===== src/rtl/ser_frame_arbiter_if.sv =====
// Bus bundle between the frame arbiter and its requesters and receiver.
interface ser_frame_arbiter_if #(
    parameter int unsigned CNT_W = 4
);
    localparam int unsigned N_REQ  = 4;
    localparam int unsigned DATA_W = (1 << CNT_W) - 1;

    logic                      clkEn;
    logic [N_REQ-1:0]          req;
    logic [N_REQ*CNT_W-1:0]    cnt_flat;
    logic [N_REQ*DATA_W-1:0]   data_flat;
    logic                      done;
    logic                      ser_out;
    logic [N_REQ-1:0]          gnt;
    logic [N_REQ-1:0]          ack;
    logic                      err;
    logic                      busy;

    // Requester / receiver side
    modport master (
        output clkEn, req, cnt_flat, data_flat, done,
        input  ser_out, gnt, ack, err, busy
    );

    // Arbiter side
    modport slave (
        input  clkEn, req, cnt_flat, data_flat, done,
        output ser_out, gnt, ack, err, busy
    );
endinterface


===== src/rtl/ser_frame_arbiter.sv =====
// Round-robin arbiter that serializes one frame (start, port, count, data)
// per grant onto a shared serial line and waits for the receiver's done.
module ser_frame_arbiter #(
    parameter int unsigned CNT_W   = 4,
    parameter int unsigned TIMEOUT = 64
) (
    input  logic               clk,
    input  logic               rst,
    ser_frame_arbiter_if.slave bus
);
    localparam int unsigned N_REQ  = 4;
    localparam int unsigned DATA_W = (1 << CNT_W) - 1;
    localparam int unsigned HDR_W  = 2 + CNT_W;
    localparam int unsigned HIDX_W = $clog2(HDR_W + 1);
    localparam int unsigned TO_W   = $clog2(TIMEOUT + 1);

    typedef enum logic [1:0] {
        S_IDLE = 2'd0,
        S_HDR  = 2'd1,
        S_DATA = 2'd2,
        S_WAIT = 2'd3
    } state_e;

    state_e             state_q, state_d;
    logic [1:0]         gidx_q, gidx_d;
    logic [1:0]         ptr_q, ptr_d;
    logic [HDR_W-1:0]   hdr_q, hdr_d;
    logic [HIDX_W-1:0]  hidx_q, hidx_d;
    logic [CNT_W-1:0]   n_q, n_d;
    logic [CNT_W-1:0]   dcnt_q, dcnt_d;
    logic [DATA_W-1:0]  data_q, data_d;
    logic [TO_W-1:0]    tcnt_q, tcnt_d;
    logic               ser_q, ser_d;
    logic [N_REQ-1:0]   gnt_q, gnt_d;
    logic [N_REQ-1:0]   ack_q, ack_d;
    logic               err_q, err_d;
    logic               busy_q, busy_d;

    logic [CNT_W-1:0]   cnt_arr [N_REQ];
    logic [DATA_W-1:0]  dat_arr [N_REQ];
    logic [1:0]         win_c;
    logic               win_vld_c;
    logic [1:0]         rr_idx_c;

    // Split the flat request buses into per-requester fields
    for (genvar gi = 0; gi < N_REQ; gi++) begin : g_split
        assign cnt_arr[gi] = bus.cnt_flat[gi*CNT_W +: CNT_W];
        assign dat_arr[gi] = bus.data_flat[gi*DATA_W +: DATA_W];
    end

    // Round-robin search starting at the priority pointer
    always_comb begin
        win_vld_c = 1'b0;
        win_c     = ptr_q;
        rr_idx_c  = '0;
        for (int unsigned k = 0; k < N_REQ; k++) begin
            rr_idx_c = ptr_q + 2'(k);
            if (!win_vld_c && bus.req[rr_idx_c]) begin
                win_vld_c = 1'b1;
                win_c     = rr_idx_c;
            end
        end
    end

    // Next-state and output logic; everything holds while clkEn is low
    always_comb begin
        state_d = state_q;
        gidx_d  = gidx_q;
        ptr_d   = ptr_q;
        hdr_d   = hdr_q;
        hidx_d  = hidx_q;
        n_d     = n_q;
        dcnt_d  = dcnt_q;
        data_d  = data_q;
        tcnt_d  = tcnt_q;
        ser_d   = ser_q;
        gnt_d   = gnt_q;
        ack_d   = ack_q;
        err_d   = err_q;
        if (bus.clkEn) begin
            ack_d = '0;
            err_d = 1'b0;
            case (state_q)
                S_IDLE: begin
                    ser_d = 1'b1;
                    if (win_vld_c) begin
                        gidx_d         = win_c;
                        gnt_d          = '0;
                        gnt_d[win_c]   = 1'b1;
                        n_d            = cnt_arr[win_c];
                        hdr_d          = {win_c, cnt_arr[win_c]};
                        data_d         = dat_arr[win_c];
                        hidx_d         = '0;
                        ser_d          = 1'b0;
                        state_d        = S_HDR;
                    end
                end
                S_HDR: begin
                    if (hidx_q != HIDX_W'(HDR_W)) begin
                        ser_d  = hdr_q[HDR_W-1];
                        hdr_d  = hdr_q << 1;
                        hidx_d = hidx_q + HIDX_W'(1);
                    end else if (n_q != '0) begin
                        ser_d   = data_q[0];
                        data_d  = data_q >> 1;
                        dcnt_d  = n_q - CNT_W'(1);
                        state_d = S_DATA;
                    end else begin
                        ser_d   = 1'b1;
                        tcnt_d  = '0;
                        state_d = S_WAIT;
                    end
                end
                S_DATA: begin
                    if (dcnt_q != '0) begin
                        ser_d  = data_q[0];
                        data_d = data_q >> 1;
                        dcnt_d = dcnt_q - CNT_W'(1);
                    end else begin
                        ser_d   = 1'b1;
                        tcnt_d  = '0;
                        state_d = S_WAIT;
                    end
                end
                S_WAIT: begin
                    ser_d = 1'b1;
                    if (bus.done || (tcnt_q == TO_W'(TIMEOUT - 1))) begin
                        ack_d   = gnt_q;
                        err_d   = !bus.done;
                        gnt_d   = '0;
                        ptr_d   = gidx_q + 2'd1;
                        state_d = S_IDLE;
                    end else begin
                        tcnt_d = tcnt_q + TO_W'(1);
                    end
                end
                default: begin
                    ser_d   = 1'b1;
                    gnt_d   = '0;
                    state_d = S_IDLE;
                end
            endcase
        end
        busy_d = (state_d != S_IDLE);
    end

    // State and output registers
    always_ff @(posedge clk or negedge rst) begin
        if (!rst) begin
            state_q <= S_IDLE;
            gidx_q  <= '0;
            ptr_q   <= '0;
            hdr_q   <= '0;
            hidx_q  <= '0;
            n_q     <= '0;
            dcnt_q  <= '0;
            data_q  <= '0;
            tcnt_q  <= '0;
            ser_q   <= 1'b1;
            gnt_q   <= '0;
            ack_q   <= '0;
            err_q   <= 1'b0;
            busy_q  <= 1'b0;
        end else begin
            state_q <= state_d;
            gidx_q  <= gidx_d;
            ptr_q   <= ptr_d;
            hdr_q   <= hdr_d;
            hidx_q  <= hidx_d;
            n_q     <= n_d;
            dcnt_q  <= dcnt_d;
            data_q  <= data_d;
            tcnt_q  <= tcnt_d;
            ser_q   <= ser_d;
            gnt_q   <= gnt_d;
            ack_q   <= ack_d;
            err_q   <= err_d;
            busy_q  <= busy_d;
        end
    end

    assign bus.ser_out = ser_q;
    assign bus.gnt     = gnt_q;
    assign bus.ack     = ack_q;
    assign bus.err     = err_q;
    assign bus.busy    = busy_q;
endmodule


===== src/flat_wrapper.sv =====
// flat-port wrapper written by rule: the top's interface ports become plain ports
module ser_frame_arbiter_flat 
#(
    parameter int unsigned CNT_W   = 4,
    parameter int unsigned TIMEOUT = 64
)
  (clk, rst, bus_clkEn, bus_req, bus_cnt_flat, bus_data_flat, bus_done, bus_ser_out, bus_gnt, bus_ack, bus_err, bus_busy);
  ser_frame_arbiter_if #(.CNT_W(CNT_W)) bus_i ();
  input  logic clk;
  input  logic rst;
  input wire logic [$bits(bus_i.clkEn)-1:0] bus_clkEn;
  input wire logic [$bits(bus_i.req)-1:0] bus_req;
  input wire logic [$bits(bus_i.cnt_flat)-1:0] bus_cnt_flat;
  input wire logic [$bits(bus_i.data_flat)-1:0] bus_data_flat;
  input wire logic [$bits(bus_i.done)-1:0] bus_done;
  output wire logic [$bits(bus_i.ser_out)-1:0] bus_ser_out;
  output wire logic [$bits(bus_i.gnt)-1:0] bus_gnt;
  output wire logic [$bits(bus_i.ack)-1:0] bus_ack;
  output wire logic [$bits(bus_i.err)-1:0] bus_err;
  output wire logic [$bits(bus_i.busy)-1:0] bus_busy;
  assign bus_i.clkEn = bus_clkEn;
  assign bus_i.req = bus_req;
  assign bus_i.cnt_flat = bus_cnt_flat;
  assign bus_i.data_flat = bus_data_flat;
  assign bus_i.done = bus_done;
  assign bus_ser_out = bus_i.ser_out;
  assign bus_gnt = bus_i.gnt;
  assign bus_ack = bus_i.ack;
  assign bus_err = bus_i.err;
  assign bus_busy = bus_i.busy;
  ser_frame_arbiter #(.CNT_W(CNT_W), .TIMEOUT(TIMEOUT)) u_core (.clk(clk), .rst(rst), .bus(bus_i));
endmodule

===== config.mk =====
export PLATFORM = sky130hd
export DESIGN_NAME = ser_frame_arbiter_flat
export DESIGN_NICKNAME = d
export VERILOG_FILES = /design/src/rtl/ser_frame_arbiter_if.sv /design/src/rtl/ser_frame_arbiter.sv /design/src/flat_wrapper.sv
export SDC_FILE = /design/constraint.sdc
export NUM_CORES = 1
export LEC_CHECK = 0
export BUFFER_PORTS_ARGS = -buffer_cell sky130_fd_sc_hd__buf_4
export CAP_MARGIN = 20
export CORE_UTILIZATION = 30
export DETAILED_ROUTE_END_ITERATION = 10
export SYNTH_ARGS = -nofsm -noshare
export SYNTH_HDL_FRONTEND = slang
export SYNTH_SLANG_ARGS = --single-unit

===== constraint.sdc =====
create_clock -name clk -period 3.4 [get_ports clk]
set_input_delay 0.51 -clock clk [delete_from_list [all_inputs] [get_ports clk]]
set_output_delay 0.51 -clock clk [all_outputs]
set_load 0.005 [all_outputs]

Word level (Yosys, flattened, before mapping) --
Cells that the tools add are included.
Word-level totals: bits in registers 56, word-level logic and storage cells 131, bits of input ports 84, output and inout port bits 11
Operators by class: reductions and logical operators 25, equal/unequal tests 14, magnitude comparators 7, $add $sub $neg 8, multiplexer cells 62, bitwise operators 1
Operator list (count):
- $mux 15 | 6
- $pmux 15 s3 | 1
- $mux 4 | 9
- $bmux 15 s2 | 1
- $mux 7 | 4
- $pmux 7 s3 | 1
- $mux 1 | 16
- $mux 2 | 8
- $pmux 4 s2 | 2
- $lt 2x3->1 const B | 5
- $mux 6 | 2
- $pmux 6 s2 | 1
- $reduce_and 6->1 | 2
- $ne 2x1->1 const B | 5
- $bmux 1 s2 | 4
- $bmux 4 s2 | 1
- $ne 2x2->1 const B | 4
- $pmux 2 s4 | 1
- $reduce_and 4->1 | 2
- $reduce_bool 2->1 | 4
- $reduce_bool 4->1 | 2
- $sub 4x1->4 const B | 2
- $add 7x1->7 const B | 1
- $eq 7x6->1 const B | 1
- 20 further kinds | 32

Depth between registers and ports, before layout --
word-level depth 18, mapped depth 11

Worst setup path after synthesis --
Ideal clock, no wire load.
path type input port to flip-flop, start point input port bus_req[3], end point register u_core.data_q[11], path buffers 2, stages 7, arrival time 1.845 ns, slack 1.428 ns, setup time 0.127 ns, required time 3.273 ns, cell sequence or4_4 or2_1 and3_4 buf_6 buf_6 nor2_1 a31oi_2
Between the ends: cells in the longest elaborated chain, start to end 18
RTL lines:
- start: declaration | RTL line flat_wrapper.sv:12 | input wire logic [$bits(bus_i.req)-1:0] bus_req;
- $bmux 1 s2 | RTL line ser_frame_arbiter.sv:58 | if (!win_vld_c && bus.req[rr_idx_c]) begin
- $mux 1 (not written as such) | RTL line ser_frame_arbiter.sv:58
- $mux 1 | RTL line ser_frame_arbiter.sv:58
- $logic_not 1->1 | RTL line ser_frame_arbiter.sv:58
- $logic_and 1x1->1 | RTL line ser_frame_arbiter.sv:58
- $mux 1 | RTL line ser_frame_arbiter.sv:58
- $logic_not 1->1 | RTL line ser_frame_arbiter.sv:58
- $logic_and 1x1->1 | RTL line ser_frame_arbiter.sv:58
- $mux 1 | RTL line ser_frame_arbiter.sv:58
- $logic_not 1->1 | RTL line ser_frame_arbiter.sv:58
- $logic_and 1x1->1 | RTL line ser_frame_arbiter.sv:58
- $mux 2 | RTL line ser_frame_arbiter.sv:58
- $not 2->3 (not written as such) | RTL line ser_frame_arbiter.sv:92 | data_d = dat_arr[win_c];
- $bmux 15 s2 | RTL line ser_frame_arbiter.sv:92
- $mux 15 (not written as such) (2 in a row) | RTL line ser_frame_arbiter.sv:92
- $mux 15 | RTL line ser_frame_arbiter.sv:86 | if (win_vld_c) begin
- $pmux 15 s3 | RTL line ser_frame_arbiter.sv:83 | case (state_q)
- end signal: assignment | RTL line ser_frame_arbiter.sv:172 | data_q <= data_d;
- end: declaration | RTL line ser_frame_arbiter.sv:31 | logic [DATA_W-1:0] data_q, data_d;
Parallel ways exist; a longest one is shown, timed or not. The select of a mux whose other input is x is not followed. A chain may end at the register's enable or synchronous reset.

Final worst setup path --
start point register u_core.state_q[1], end point register u_core.tcnt_q[3]
Between the ends: cells in the longest elaborated chain, start to end 3
RTL lines:
- start: declaration | RTL line ser_frame_arbiter.sv:24 | state_e state_q, state_d;
- start signal: assignment | RTL line ser_frame_arbiter.sv:165 | state_q <= state_d;
- $eq 2x2->1 or $eq 2x1->1 (tied branches) | RTL line ser_frame_arbiter.sv:83
- $ne 2x2->1 (no source line) or $reduce_bool 3->1 (tied branches)
- $reduce_and 6->1 (no source line)
- end signal: assignment | RTL line ser_frame_arbiter.sv:173 | tcnt_q <= tcnt_d;
- end: declaration | RTL line ser_frame_arbiter.sv:32 | logic [TO_W-1:0] tcnt_q, tcnt_d;
Parallel ways exist; a longest one is shown, timed or not.

==> results.json <==
{
  "firstDrtPassIters": 5,
  "syn-cell-area_um2": 3460,
  "area.growth.synth_to_final_pct": 26.3,
  "numCtsBuffers": 5,
  "synthesis.nets": 476,
  "path_class": "reg2reg",
  "final_common_cell": "sky130_fd_sc_hd__buf_4",
  "cells_along_the_critical_path": "inv_1 -> ha_1 -> a21boi_0 -> nand4b_1 -> or4_1 -> nand2_1 -> a22o_1",
  "final_slew_viol_count": 0,
  "worstPathArrival_ns": 2.69,
  "groute.layer.met1.usage": 0.201,
  "worstSetupStartpointType": "flop",
  "met2_usage": 0.249,
  "power.density_nw_per_um2": 790,
  "start_util": 0.313,
  "diodes": 0,
  "grt_use_met3": 0.0219,
  "synth-xor-area-share": 0.00507,
  "p_clk_frac": 0.168,
  "core-area_um2": 11000,
  "power_frac_seq": 0.331,
  "grt_max_degree": 57,
  "gr-usage-all-layers": 0.149,
  "layout-drive-gt1-share": 0.260,
  "port_buffers": 94,
  "cellLeakagePower_nw": 1.99,
  "grt_setup_unrepaired": "no",
  "die_height_um": 109,
  "outcome": "complete, no violations",
  "setup_tns_ns": 0,
  "min_period_over_period": 0.724,
  "clock.fmax_mhz": 406,
  "synth_sequential_area_ratio": 0.406,
  "synthesis.instances": 384,
  "hold_bufs_at_cts": 0,
  "hold_violations": 0,
  "yosys_synthesis_warning_count": 0,
  "internal_power_mw": 2.02,
  "vias": 3171,
  "post_synth_edffs": 0,
  "yosysUniqueCellTypes": 50,
  "avgViaCountPerCell": 5.27,
  "power.share.combinational": 0.501,
  "chipWidth_um": 109,
  "synth_compound_gate_area_share": 0.229,
  "yosys.area_share.simple": 0.173,
  "worst-path-max-fanout": 14,
  "irDropWorstVdd_uv": 359,
  "holdCritPathClass": "in2async",
  "worstSetupEndpointType": "flop",
  "path_delay_family": "simple AND/OR/NAND/NOR gates",
  "critPathBufInv": 1,
  "synth_ff_type": "sky130_fd_sc_hd__dfrtp_1",
  "gr-total-overflow": 0,
  "clk-insertion-delay-late_ns": 0.29,
  "clock_sink_count": 56,
  "report.final.setup_viol": 0,
  "largest_family_of_logic_cells_by_synthesized_area": "compound AO/OA/AOI/OAI gates",
  "finalWeightedCongestion": 0.737,
  "cts_setup_buffers": 0,
  "number_of_placement_rows": 38,
  "detail_route.drc_violations": 0,
  "grt_pass1_wl_um": 14200,
  "die_area_um2": 12000,
  "net_switching_component_of_the_power_mw": 1.43,
  "slew_headroom": 0.378,
  "clock_root_buffer_master": "sky130_fd_sc_hd__clkbuf_16",
  "stdcell_area_um2": 4370,
  "final_cells": 602,
  "cts_tree": "done",
  "crit_required_ns": 3.63,
  "dp_hpwl_um": 6690,
  "first_global_vias": 2985,
  "share_of_flip_flops_with_an_asynchronous_set_or_reset_after_synthesis": 1.00,
  "htreeDepth": 2,
  "detail_route.iter0.violations": 181,
  "drv.max_cap_violation_count": 0,
  "skew_ns": 0.00630,
  "fin_nets": 553,
  "postSynthAreaPerCell_um2": 9.00,
  "initial_antenna_violation_count": 0,
  "post_drt_wl_per_cell_um": 14.9,
  "place.detailed.instances": 594,
  "drt_wl_total_um": 8950,
  "worst_pin_slew_ns": 0.933,
  "layout_min_cycle_time_ns": 2.46,
  "postSynthRegisterBits": 56,
  "synthMuxAreaShare": 0.101,
  "most-common-layout-cells": "sky130_fd_sc_hd__buf_4, sky130_fd_sc_hd__nand2_1, sky130_fd_sc_hd__dfrtp_1",
  "holdWs_ns": 0.257,
  "timing.critical_path.slowest_cell_delay_ns": 0.55,
  "yosys.area_share.adder": 0.0290,
  "critPathSlowestCell": "sky130_fd_sc_hd__or4_1",
  "ff2ff_setup_slack_ns": 0.94,
  "cts.clk_slew.worst_paths_ns": 0.07,
  "clock_tree.buffer_depth": 2,
  "cts_resized": 0,
  "final.fill_count": 1161,
  "grt_busiest_layer": "met2",
  "postPlaceCellArea_um2": 4200,
  "swShare": 0.414,
  "ios": 95,
  "fin_total_pwr_mw": 3.45,
  "antenna_violating_nets_post_route": 0
}
[per-layer routing]
layer  up-vias  routed length [um]  share of wire
met5         -                   0              0
met4         0                  93          0.010
met3         7                 347          0.039
met2        67                4410           0.49
met1      1552                4100           0.46
li1       1545                   -              -
[state kept, by name, summed over array words and instances (netlist names)]
| signal | flops |
|---|---|
| u_core.gidx_q | 2 |
| u_core.data_q | 15 |
| u_core.bus.ack | 4 |
| u_core.hdr_q | 6 |
| u_core.dcnt_q | 4 |
| u_core.bus.busy | 1 |
| u_core.tcnt_q | 7 |
| u_core.bus.gnt | 4 |
| u_core.bus.ser_out | 1 |
| u_core.state_q | 2 |
| u_core.ptr_q | 2 |
| u_core.hidx_q | 3 |
| u_core.bus.err | 1 |
| u_core.n_q | 4 |
[synth_stat cells, types with 2 or more instances]
cell | number | area share
sky130_fd_sc_hd__a21oi_1 | 29 | 0.042
sky130_fd_sc_hd__a221o_1 | 14 | 0.041
sky130_fd_sc_hd__a221oi_1 | 2 | 0.0051
sky130_fd_sc_hd__a22o_1 | 4 | 0.010
sky130_fd_sc_hd__a22oi_1 | 3 | 0.0065
sky130_fd_sc_hd__a31oi_1 | 13 | 0.024
sky130_fd_sc_hd__a32o_1 | 2 | 0.0058
sky130_fd_sc_hd__and3_1 | 3 | 0.0054
sky130_fd_sc_hd__buf_2 | 4 | 0.0058
sky130_fd_sc_hd__buf_4 | 5 | 0.011
sky130_fd_sc_hd__buf_6 | 4 | 0.013
sky130_fd_sc_hd__clkbuf_1 | 13 | 0.014
sky130_fd_sc_hd__dfrtp_1 | 55 | 0.40
sky130_fd_sc_hd__ha_1 | 8 | 0.029
sky130_fd_sc_hd__inv_1 | 13 | 0.014
sky130_fd_sc_hd__mux2_2 | 6 | 0.020
sky130_fd_sc_hd__mux2i_1 | 28 | 0.081
sky130_fd_sc_hd__nand2_1 | 64 | 0.069
sky130_fd_sc_hd__nand3_1 | 7 | 0.010
sky130_fd_sc_hd__nand3b_1 | 2 | 0.0043
sky130_fd_sc_hd__nand4b_1 | 3 | 0.0076
sky130_fd_sc_hd__nor2_1 | 29 | 0.031
sky130_fd_sc_hd__nor2b_1 | 5 | 0.0090
sky130_fd_sc_hd__nor3_1 | 4 | 0.0058
sky130_fd_sc_hd__o21ai_0 | 27 | 0.039
sky130_fd_sc_hd__o21ai_2 | 2 | 0.0051
sky130_fd_sc_hd__o22ai_1 | 4 | 0.0072
sky130_fd_sc_hd__o41ai_1 | 4 | 0.010
sky130_fd_sc_hd__or2_1 | 3 | 0.0054
sky130_fd_sc_hd__or4_1 | 2 | 0.0043
sky130_fd_sc_hd__or4_4 | 2 | 0.0065
sky130_fd_sc_hd__xnor2_1 | 2 | 0.0051
[cells by family (layout without fill, tap and decap cells)]
kind of cell,count (synthesis),after routing
AOI/OAI and AO/OA,115,115
xor gates and xnor gates,2,2
adders and majority gates,8,8
buffers and inverters,39,117
DFF,56,56
muxes,34,34
and+or+nand+nor,130,130
[worst register-to-register path, delay by kind of cell (launching register included)]
| kind | cells | cell delay (ns) |
|---|---|---|
| fa+ha+maj | 1 | 0.36 |
| compound gates | 2 | 0.37 |
| buf+inv | 1 | 0.08 |
| flops | 1 | 0.42 |
| simple gates | 3 | 1.17 |
[final timing paths]
check / to / cells after the start / from
min in group clk: u_core.hdr_q[4] / 2 / u_core.hdr_q[4]
max: u_core.tcnt_q[3] / 7 / u_core.state_q[1]
max in group asynchronous: u_core.data_q[12] / 1 / rst
min reg2reg: u_core.hdr_q[4] / 2 / u_core.hdr_q[4]
min: u_core.data_q[8] / 1 / rst
max reg2reg: u_core.tcnt_q[3] / 7 / u_core.state_q[1]
[power by group through the flow]
stage          Clock, mW  Combinational (mW)  Sequential [mW]
2_1_floorplan          0                1.39             1.09
3_3_place_gp           0                1.70             1.14
3_5_place_dp           0                1.75             1.15
4_1_cts            0.598                1.75             1.14
5_1_grt            0.625                1.95             1.18
6_report           0.580                1.73             1.14
[area by class of cell]
cell class,instances,area [um2],share of cell area
flip-flops and latches,56,1400,0.321
inverters,13,48.8,0.0112
multi-input cells,289,1850,0.425
clock inverters,2,35.0,0.00803
repair buffers,96,721,0.165
well taps,140,175,0.0401
clock buffers,6,129,0.0295
[stage by stage]
stage / util / setup slack [ns]
after floorplan: - / 1.43
after detailed placement: 0.381 / 0.872
final: 0.396 / 0.938
after CTS: 0.396 / 0.933
after global placement: 0.381 / 0.957
after global routing: 0.396 / 0.748
No activity file was read; power rests on OpenSTA's default activity.
